File: config.mk
export PLATFORM = sky130hd
export DESIGN_NAME = ripple_count_monitor
export DESIGN_NICKNAME = d
export VERILOG_FILES = /design/src/rtl/ripple_count_monitor.sv
export SDC_FILE = /design/constraint.sdc
export NUM_CORES = 1
export LEC_CHECK = 0
export CORE_MARGIN = 4
export CORE_UTILIZATION = 38
export DETAILED_ROUTE_END_ITERATION = 7
export GPL_TIMING_DRIVEN = 0
export PLACE_DENSITY = 0.67
export SYNTH_ARGS = -nofsm -noshare
export SYNTH_HDL_FRONTEND = slang
export SYNTH_SLANG_ARGS = --single-unit
File: constraint.sdc
create_clock -name CLOCK -period 2.7 [get_ports CLOCK]
set_input_delay 0.54 -clock CLOCK [delete_from_list [all_inputs] [get_ports CLOCK]]
set_output_delay 0.54 -clock CLOCK [all_outputs]
set_load 0.005 [all_outputs]
File: src/rtl/ripple_count_monitor.sv
// Sequence checker for a free-running WIDTH-bit counter: verifies +1 steps,
// tracks lock (IDLE/ACQUIRE/TRACK/LOST) and keeps saturating error/wrap stats.
module ripple_count_monitor #(
  parameter int WIDTH      = 4,
  parameter int CNT_W      = 8,
  parameter int MISS_LIMIT = 3,
  parameter int LOCK_RUN   = 4
) (
  input  logic             CLOCK,
  input  logic             RESET,
  input  logic [WIDTH-1:0] COUNT_IN,
  input  logic             ENABLE,
  input  logic             CLEAR_STATS,
  output logic             SYNCED,
  output logic             ERROR_PULSE,
  output logic [CNT_W-1:0] ERR_COUNT,
  output logic [CNT_W-1:0] WRAP_COUNT,
  output logic [WIDTH-1:0] LAST_BAD,
  output logic [1:0]       STATE
);
  localparam int MW = $clog2(MISS_LIMIT + 1);
  localparam int GW = $clog2(LOCK_RUN + 1);

  typedef enum logic [1:0] {IDLE = 2'b00, ACQUIRE = 2'b01, TRACK = 2'b10, LOST = 2'b11} state_t;

  typedef struct packed {
    logic [CNT_W-1:0] err;
    logic [CNT_W-1:0] wrap;
    logic [WIDTH-1:0] bad;
  } stats_t;

  state_t           state_q, state_n;
  logic [WIDTH-1:0] prev_q, prev_n;
  logic [MW-1:0]    miss_q, miss_n;
  logic [GW-1:0]    good_q, good_n;
  logic             sync_q, sync_n;
  logic             pulse_q, pulse_n;
  stats_t           stats_q, stats_n;
  logic             err_inc, wrap_inc;

  logic [WIDTH-1:0] exp_v;
  logic             match, restart, at_max;

  assign exp_v   = prev_q + WIDTH'(1);
  assign match   = (COUNT_IN == exp_v);
  assign restart = (COUNT_IN == '0);
  assign at_max  = (prev_q == '1);

  always_comb begin
    state_n  = state_q;
    prev_n   = prev_q;
    miss_n   = miss_q;
    good_n   = good_q;
    sync_n   = sync_q;
    pulse_n  = 1'b0;
    err_inc  = 1'b0;
    wrap_inc = 1'b0;
    if (!ENABLE) begin
      state_n = IDLE;
      miss_n  = '0;
      good_n  = '0;
      sync_n  = 1'b0;
    end else begin
      unique case (state_q)
        IDLE: state_n = ACQUIRE;
        ACQUIRE: begin
          prev_n  = COUNT_IN;
          state_n = TRACK;
          sync_n  = 1'b1;
        end
        TRACK: begin
          if (match) begin
            prev_n   = COUNT_IN;
            miss_n   = '0;
            wrap_inc = at_max;
          end else if (restart) begin
            prev_n = '0;
            miss_n = '0;
          end else begin
            pulse_n = 1'b1;
            err_inc = 1'b1;
            miss_n  = miss_q + MW'(1);
            // Flywheel on the expected value so a lone glitch costs one error
            prev_n  = exp_v;
            if (miss_q == MW'(MISS_LIMIT - 1)) begin
              state_n = LOST;
              sync_n  = 1'b0;
              prev_n  = COUNT_IN;
              good_n  = '0;
            end
          end
        end
        LOST: begin
          prev_n = COUNT_IN;
          if (match) begin
            good_n = good_q + GW'(1);
            if (good_q == GW'(LOCK_RUN - 1)) begin
              state_n = TRACK;
              sync_n  = 1'b1;
              miss_n  = '0;
              good_n  = '0;
            end
          end else begin
            good_n = '0;
          end
        end
        default: state_n = IDLE;
      endcase
    end
  end

  always_comb begin
    stats_n = stats_q;
    if (CLEAR_STATS) begin
      stats_n = '0;
    end else begin
      if (err_inc) begin
        stats_n.bad = COUNT_IN;
        if (stats_q.err != '1) stats_n.err = stats_q.err + CNT_W'(1);
      end
      if (wrap_inc && stats_q.wrap != '1) stats_n.wrap = stats_q.wrap + CNT_W'(1);
    end
  end

  always_ff @(posedge CLOCK or posedge RESET) begin
    if (RESET) begin
      state_q <= IDLE;
      prev_q  <= '0;
      miss_q  <= '0;
      good_q  <= '0;
      sync_q  <= 1'b0;
      pulse_q <= 1'b0;
      stats_q <= '0;
    end else begin
      state_q <= state_n;
      prev_q  <= prev_n;
      miss_q  <= miss_n;
      good_q  <= good_n;
      sync_q  <= sync_n;
      pulse_q <= pulse_n;
      stats_q <= stats_n;
    end
  end

  assign SYNCED      = sync_q;
  assign ERROR_PULSE = pulse_q;
  assign ERR_COUNT   = stats_q.err;
  assign WRAP_COUNT  = stats_q.wrap;
  assign LAST_BAD    = stats_q.bad;
  assign STATE       = state_q;
endmodule

# ---- Word level (Yosys, flattened, before mapping)
# Index checks and enable logic that the tools add are counted.
dict set report op_classes {
  n_mux 43
  n_addsub 5
  eq_ne 16
  reduce_logical 14
}
# op n
set ops {}
lappend ops {{2-to-1 mux 8 bit} 3}
lappend ops {{2-to-1 mux 2 bit} 11}
lappend ops {{2-to-1 mux 20 bit} 1}
lappend ops {{2-to-1 mux 3 bit} 6}
lappend ops {{adder 8 x 1 -> 8 bit (second input constant)} 2}
lappend ops {{2-to-1 mux 4 bit} 4}
lappend ops {{!= test 8 bit (second input constant)} 2}
lappend ops {{!= test 3 bit (second input constant)} 5}
lappend ops {{2-to-1 mux 1 bit} 13}
lappend ops {{one-hot mux 2 bit (4 select lines)} 1}
lappend ops {{one-hot mux 4 bit (2 select lines)} 1}
lappend ops {{nonzero test 2 bit} 4}
lappend ops {{== test 2 bit (second input constant)} 3}
lappend ops {{one-hot mux 3 bit (2 select lines)} 1}
lappend ops {{AND reduction 6 bit} 1}
lappend ops {{AND reduction 5 bit} 1}
lappend ops {{adder 4 x 1 -> 4 bit (second input constant)} 1}
lappend ops {{== test 4 bit} 1}
lappend ops {{== test 4 bit (second input constant)} 1}
lappend ops {{zero test 4 bit} 1}
lappend ops {{!= test 4 x 1 -> 1 bit (second input constant)} 1}
lappend ops {{one-hot mux 2 bit (2 select lines)} 1}
lappend ops {{AND reduction 2 bit} 2}
lappend ops {{AND reduction 4 bit} 1}
lappend ops {{other kinds (10)} 10}
dict set report totals {
  word_cells 87
  reg_bits 33
  in_bits 8
  output_inout_bits 24
}

# ---- Longest topological paths before layout
# Gate-level depths: netlist (run 1).
dict set report logic_depth {
  word_depth 8
  depth_mapped 8
}

# ---- Worst setup path before layout (run 1)
# OpenSTA, ideal clock, no wires.
dict set report synth_path {
  path_kind {reg-to-reg}
  start {reg prev_q[0]}
  end {reg stats_q, in the netlist WRAP_COUNT[3]}
  path_buffers 1
  required_time_ps 2622
  arrival_time_ps 2028
  period_less_slack_ps 2106
  path_stages_with_launch 8
  slack_ps 594
  setup_time_ps 78
  path_cell_list {dfrtp_1 -> ha_1 -> xnor2_1 -> nand3_2 -> or2_1 -> buf_6 -> or4_1 -> a21oi_1}
}
dict set report synth_via {
  elab_chain_len 7
  word_cells_on_any_way 8
}
# item line_no
set synth_lines {}
lappend synth_lines {{start: declaration} 33} ;# logic [WIDTH-1:0] prev_q, prev_n;
lappend synth_lines {{start signal: assignment} 136} ;# prev_q <= prev_n;
lappend synth_lines {{adder 4 x 1 -> 4 bit} 44} ;# assign exp_v = prev_q + WIDTH'(1);
lappend synth_lines {{== test 4 bit} 45} ;# assign match = (COUNT_IN == exp_v);
lappend synth_lines {{2-to-1 mux 1 bit *} 72} ;# if (match) begin
lappend synth_lines {{2-to-1 mux 1 bit *} 64} ;# unique case (state_q)
lappend synth_lines {{2-to-1 mux 1 bit *} 58} ;# if (!ENABLE) begin
lappend synth_lines {{logical AND 1 bit *} 121} ;# if (wrap_inc && stats_q.wrap != '1) stats_n.wrap = stats_q.wrap + CNT_W'(1);
lappend synth_lines {{nonzero test 2 bit (no line) *} -}
lappend synth_lines {{end signal: assignment} 141} ;# stats_q <= stats_n;
lappend synth_lines {{end: declaration} 38} ;# stats_t stats_q, stats_n;
# Mark *: on every way between the ends. The rest lies on a longest branch, timed or not.
# A chain may end at the register's enable or synchronous reset.

# ---- Final worst setup path (run 1)
dict set report layout_path {
  start {in COUNT_IN[1]}
  end {reg stats_q, in the netlist LAST_BAD[0]}
}
dict set report layout_via {
  elab_chain_len 6
  word_cells_on_any_way 7
}
# item line_no
set layout_lines {}
lappend layout_lines {{start: declaration} 11} ;# input logic [WIDTH-1:0] COUNT_IN,
lappend layout_lines {{zero test 4 bit} 46} ;# assign restart = (COUNT_IN == '0);
lappend layout_lines {{2-to-1 mux 1 bit} 76} ;# end else if (restart) begin
lappend layout_lines {{2-to-1 mux 1 bit *} 72}
lappend layout_lines {{2-to-1 mux 1 bit *} 64}
lappend layout_lines {{2-to-1 mux 1 bit *} 58}
lappend layout_lines {{nonzero test 2 bit (no line) *} -}
# Marked as above.

==> out/qor.txt, run 1 <==
worst min-delay path startpoint -> good_q[1]
Tcrit/Tclk final -> 0.9449
Setup CP Type -> primary input to register
clk_skew -> 7.015 ps
initial antenna violation count -> 0
crit-path leading delay family -> buffers and inverters
grt ovf -> 0
CTS Hold Bufs -> 0
fmax -> 0.3920 GHz
final hold slack -> 507.0 ps
post-synth top area share -> 0.4148
Worst R2R Start -> prev_q[0]
Multi-input gate area -> 1082 um^2
setup ws final -> 148.7 ps
DRC viols -> 0
Initial Utilization -> 0.3898
Clock transition at path regs -> 70 ps
min cycle time layout -> 2551 ps
first-pass GRT wire length -> 7955 um
Detailed Place HPWL -> 3154 um
Post-Route WL -> 4452 um
Top cell by count, worst path -> buf_2
max_cap viols -> 0
placement row count -> 26
Critical Path End Type -> register
PD cells -> 710.2 nW/um^2
warnings from Yosys -> 0
Worst setup SP type -> primary input
num ports -> 32
depth of the worst register-to-register path -> 8
Die H -> 80.38 um
relative slew slack -> 0.5244
routability cong. -> 0.8249
Routed Antenna Nets -> 0
cells along the critical path -> clkdlybuf4s50_1, or4_1, o211ai_1, buf_2, buf_2, mux2i_1, nor2_1
Clock Tree Buf Depth -> 2
Iter 0 DRT Violations -> 50
CP max stage cell -> or4_1
ys async rst share -> 1.000
CP Depth -> 7
peak supply drop -> 399.4 uV
port bufs -> 31
pre-CTS setup slack -> -167.2 ps
CP bufs+invs -> 3
Num CTS Buffers -> 5
Hold Crit Class -> register to register
slew of the pin with the lowest slew margin -> 712.4 ps
mapped cell area -> 1991 um^2
status -> finished clean
Syn Nets -> 224
R2R setup slack -> 360 ps
share of layout cells above drive strength 1 -> 0.07317
area leader, netlist -> dfrtp_1
DIE AREA -> 6461 um^2
Setup Fix Bufs, Post-CTS -> 0
htree depth -> 2
sequential cell area -> 825.8 um^2
P&R area growth vs syn -> 25.83%
routed vias/inst -> 5.304
largest net degree at the start of global routing -> 34
CORE AREA -> 5107 um^2
CP Data Required Time -> 2850 ps
Seq/Total Area, Yosys -> 0.4148
Mapped Avg Cell Area -> 9.617 um^2
Inserted Diodes -> 0
vias in the first global route -> 1712
number of clock sinks -> 33
clk_lat worst skew -> 290 ps
Critical Path Fanout Max -> 10
number of flops mapped to enable cells by yosys -> 0
vias post-DR -> 1676
CTS tree -> yes
Pins Over Slew Limit -> 0
worst path arrival time -> 2700 ps
Total Routing Usage GR -> 0.1550
delay of the slowest critical-path stage -> 650 ps
filler cell count -> 530
iteration count of the initial detailed-routing pass -> 4
ranking of synthesized cells by area -> dfrtp_1, ha_1, mux2i_1
Main synth FF type -> dfrtp_1
LEAKAGE -> 0.001066 uW
worst hold path depth -> 1
WHS Endpoint -> good_q[1]
Worst R2R End -> LAST_BAD[0]
WL/cell -> 14.09 um
post-synth cell types -> 43
RSZ-0062 raised after global routing -> false
clock root cell -> clkbuf_8
count of final setup violators -> 0
Hold Fails Final Rpt -> 0
Cells after Synth -> 207
Final #Nets -> 262
Seq cells post-synth -> 33
cts repair resizes -> 0
Die Width -> 80.38 um
## registers in the layout, summed over array words and instances (netlist names)
name and cells:
ERROR_PULSE 1, ERR_COUNT 8, LAST_BAD 4, STATE 2, SYNCED 1, WRAP_COUNT 8, good_q 3, miss_q 2
prev_q 4
## per-stage QoR
step / total power [uW] / util / std cells / setup TNS, ps / area [um^2]
final: 1779 / 0.4904 / 316 / 0 / 2505
after global routing: 1905 / 0.4904 / 316 / 0 / 2505
after CTS: 1801 / 0.4904 / 316 / 0 / 2505
after detailed placement: 1296 / 0.4677 / 308 / -1367 / 2389
after global placement: 1288 / 0.4677 / 308 / -1593 / 2389
after floorplan: 1101 / - / 207 / 0 / 1991
## worst register-to-register path: stages, from the launching register on
cell and delay (ps):
dfrtp_1 440, ha_1 350, xnor2_1 170, nand3_2 170
o211ai_1 280, buf_2 250, buf_2 280, mux2i_1 220
nor2_1 60
## metal layers
metal | wire length, um | up-vias | global-route usage
met4 | 96 | 0 | 0.05405
met5 | 0 | - | 0
met1 | 2172 | 795 | 0.1992
met2 | 1997 | 28 | 0.2492
met3 | 186 | 9 | 0.04260
li1 | - | 844 | -
## cell usage after synthesis (2+ instances only)
master,n
o21a_1,2
xor2_1,3
o21ba_2,2
nand2b_1,7
o31a_1,2
or4_1,9
dfrtp_1,33
o21ai_0,6
nor4_1,6
clkbuf_1,6
and2_1,2
a21oi_1,14
nand2_1,9
inv_1,9
ha_1,9
nand3_1,9
nor2b_1,2
and3_1,3
or3_1,4
buf_2,3
xnor2_1,3
mux2_2,2
mux2i_1,11
nor3_1,3
o31ai_1,12
nand4_1,3
a21o_1,2
o211ai_1,2
nor2_1,15
## cell families after synthesis
| logic type | after synthesis | synth area share |
|---|---|---|
| buf+inv | 19 | 0.04148 |
| compound gates | 51 | 0.1766 |
| fa+ha+maj | 9 | 0.05657 |
| flops | 33 | 0.4148 |
| mux | 13 | 0.06663 |
| simple gates | 75 | 0.2062 |
| xor+xnor | 7 | 0.03772 |
## area by class of cell
type	count	area share
flip-flops and latches	33	0.3297
well taps	70	0.03497
clock buffers	7	0.03447
multi-input cells	155	0.4321
inverters	9	0.01349
clock inverters	1	0.01199
plain buffers	10	0.01948
repair buffers	31	0.1239
## layout by cell type (no fill, tap or decap), types with 7 or more instances in the layout
master and count:
a21oi_1 14, clkbuf_1 7, clkdlybuf4s50_1 31, dfrtp_1 33, ha_1 9, inv_1 8, mux2i_1 11, nand2_1 9
nand2b_1 7, nand3_1 9, nor2_1 15, o31ai_1 12, or4_1 9
## how the worst max path moves through the flow
stage / from / to / slack, ps
2_1_floorplan: prev_q[0] / WRAP_COUNT[3] / 590
3_3_place_gp: COUNT_IN[1] / LAST_BAD[0] / -170
3_5_place_dp: COUNT_IN[1] / LAST_BAD[1] / -170
4_1_cts: COUNT_IN[1] / LAST_BAD[0] / 140
5_1_grt: COUNT_IN[1] / LAST_BAD[3] / 10
6_report: COUNT_IN[1] / LAST_BAD[0] / 150
## power breakdown
group	internal [uW]	switching, uW
registers	562	68.9
logic	308	353
clock network	301	186
(Power assumes the default switching activity.)
==> run 2, diff against run 1 <==
- CORE_UTILIZATION: 38 -> 30
- PLACE_DENSITY: 0.67 -> 0.57
==> run 2 against run 1 <==
Clock skew shrank 1.2 ps; combinational power is 3% higher; via count is 2.0% higher; non-clock buffer count grew 2; critical path type unchanged; largest cell class unchanged.
==> out/qor.txt, run 2 (synthesis gave the netlist of run 1 again) <==
clock root cell -> clkbuf_8
CP max stage cell -> or4_1
combinational share of power -> 0.403 (+0.032)
Worst R2R Start -> prev_q[0]
depth of the worst register-to-register path -> 8 (unchanged)
htree depth -> 2 (unchanged)
Final #Nets -> 264 (+0.76%)
WL/cell -> 14.39 um (+2.1%)
Detailed Place HPWL -> 3361 um (+6.5%)
Critical Path Fanout Max -> 10 (unchanged)
placed cell count -> 316 (+2.6%)
Num CTS Buffers -> 5 (unchanged)
WHS Endpoint -> miss_q[1]
grt ovf -> 0 (unchanged)
pre-CTS setup slack -> -221.8 ps (-54.52 ps)
final hold slack -> 499.9 ps (-7.094 ps)
Tcrit/Tclk final -> 0.9432 (-0.001704)
Worst R2R End -> LAST_BAD[1]
Hold Crit Class -> register to register
routed vias/inst -> 5.258 (-0.85%)
Sequential Power Share -> 0.377 (+0.022)
clk_lat worst skew -> 280 ps (about the same)
peak supply drop -> 353.7 uV (-11%)
CTS tree -> yes
relative slew slack -> 0.5560 (+0.03169)
status -> finished clean
slew of the pin with the lowest slew margin -> 659.8 ps (-52.58 ps)
clk_skew -> 5.845 ps (-1.170 ps)
CORE AREA -> 6386 um^2 (+25%)
Clock power frac -> 0.219 (-0.055)
R2R setup slack -> 370 ps (about the same)
DRC viols -> 0 (unchanged)
vias post-DR -> 1709 (+2.0%)
Total Routing Usage GR -> 0.1319 (-0.02314)
placement row count -> 29 (+12%)
iteration count of the initial detailed-routing pass -> 4 (unchanged)
Setup CP Type -> primary input to register
worst path arrival time -> 2700 ps (about the same)
setup ws final -> 153.3 ps (+4.601 ps)
Die Width -> 89.46 um (+11%)
Clock Tree Buf Depth -> 2 (unchanged)
Worst setup SP type -> primary input
worst hold path depth -> 1 (unchanged)
Pint -> 1062 uW (-9.3%)
fmax -> 0.3927 GHz (+0.18%)
Post-Route WL -> 4676 um (+5.0%)
most frequent cells in the layout -> dfrtp_1, clkdlybuf4s50_1, nor2_1
port bufs -> 31 (unchanged)
switching portion of total power -> 0.3672 (+0.02542)
routability cong. -> 0.7508 (-9.0%)
Iter 0 DRT Violations -> 41 (-18%)
CP Data Required Time -> 2850 ps (about the same)
min cycle time layout -> 2547 ps (-4.601 ps)
delay of the slowest critical-path stage -> 660 ps (about the same)
LEAKAGE -> 0.001079 uW (+1.2%)
commonest non-fill, non-tap cell in the layout -> dfrtp_1
P&R area growth vs syn -> 26.84%
number of clock sinks -> 33 (unchanged)
Inserted Diodes -> 0 (unchanged)
final core utilization -> 0.3954 (-0.09507)
Critical Path End Type -> register
count of final setup violators -> 0 (unchanged)
num ports -> 32 (unchanged)
PD cells -> 664.9 nW/um^2 (-6.4%)
worst min-delay path startpoint -> miss_q[1]
Pins Over Slew Limit -> 0 (unchanged)
Die H -> 89.46 um (+11%)
Clock transition at path regs -> 70 ps (about the same)
cells along the critical path -> clkdlybuf4s50_1, or4_1, o211ai_1, buf_2, clkbuf_4, mux2i_1, nor2_1
max_cap viols -> 0 (unchanged)
Non-Filler Instances -> 325 (+2.8%)
first-pass GRT wire length -> 8204 um (+3.1%)
DIE AREA -> 8003 um^2 (+24%)
vias in the first global route -> 1745 (+1.9%)
initial antenna violation count -> 0 (unchanged)
Initial Utilization -> 0.3117 (-0.07804)
Psw -> 616.5 uW (+1.4%)
Hold Fails Final Rpt -> 0 (unchanged)
largest net degree at the start of global routing -> 21 (-38%)
RSZ-0062 raised after global routing -> false
Routed Antenna Nets -> 0 (unchanged)
share of layout cells above drive strength 1 -> 0.08065 (+0.007474)
[run 2: worst max-delay path by stage]
stage | startpoint | endpoint | slack, ps | depth (start not counted)
after CTS | COUNT_IN[2] | LAST_BAD[1] | 80 | 7
final | COUNT_IN[2] | LAST_BAD[1] | 150 | 7
after global routing | COUNT_IN[2] | LAST_BAD[0] | 20 | 7
after detailed placement | COUNT_IN[2] | LAST_BAD[1] | -220 | 7
after global placement | COUNT_IN[1] | LAST_BAD[2] | -210 | 7
after floorplan | prev_q[0] | WRAP_COUNT[3] | 590 | 7
[run 2: routing by layer]
metal / global-route usage / wire, um / up-vias
li1: - / - / 848
met1: 0.1807 / 2345 / 834
met2: 0.2063 / 2115 / 23
met3: 0.03041 / 165 / 4
met4: 0.04060 / 50 / 0
met5: 0 / 0 / -
[run 2: what timing repair did]
item | in CTS | in global routing
gates resized for setup | 0 | 2
setup buffers | 0 | 1
hold buffers | 0 | 0
endpoints found under the setup margin | 0 | 8
[run 2: worst max-delay path: cells and delay by family]
family / cells / cell delay [ps]
simple gates: 2 / 720
mux: 1 / 210
buf+inv: 3 / 1030
compound gates: 1 / 190
[run 2: per-stage QoR]
| step | TNS, ps | power [uW] | cell area (um^2) |
|---|---|---|---|
| after detailed placement | -2196 | 1309 | 2425 |
| after global routing | 0 | 1817 | 2525 |
| after floorplan | 0 | 1101 | 1991 |
| after global placement | -2060 | 1293 | 2397 |
| after CTS | 0 | 1690 | 2507 |
| final | 0 | 1679 | 2525 |
[run 2: final cells by class]
cell class | instances | area (um^2)
buffer | 10 | 51.30
clock buffer | 6 | 72.57
clock inverter | 2 | 10.01
fill | 656 | 3861
inverter | 9 | 33.78
multi-input combinational | 155 | 1090
sequential | 33 | 825.8
tap | 77 | 96.34
timing repair buffer | 33 | 345.3
[run 2: power groups by stage]
stage	Clock, uW	Combinational [uW]	Sequential [uW]
6_report	368	677	633
5_1_grt	406	766	645
4_1_cts	386	671	633
3_5_place_dp	0	667	642
3_3_place_gp	0	653	640
2_1_floorplan	0	472	629
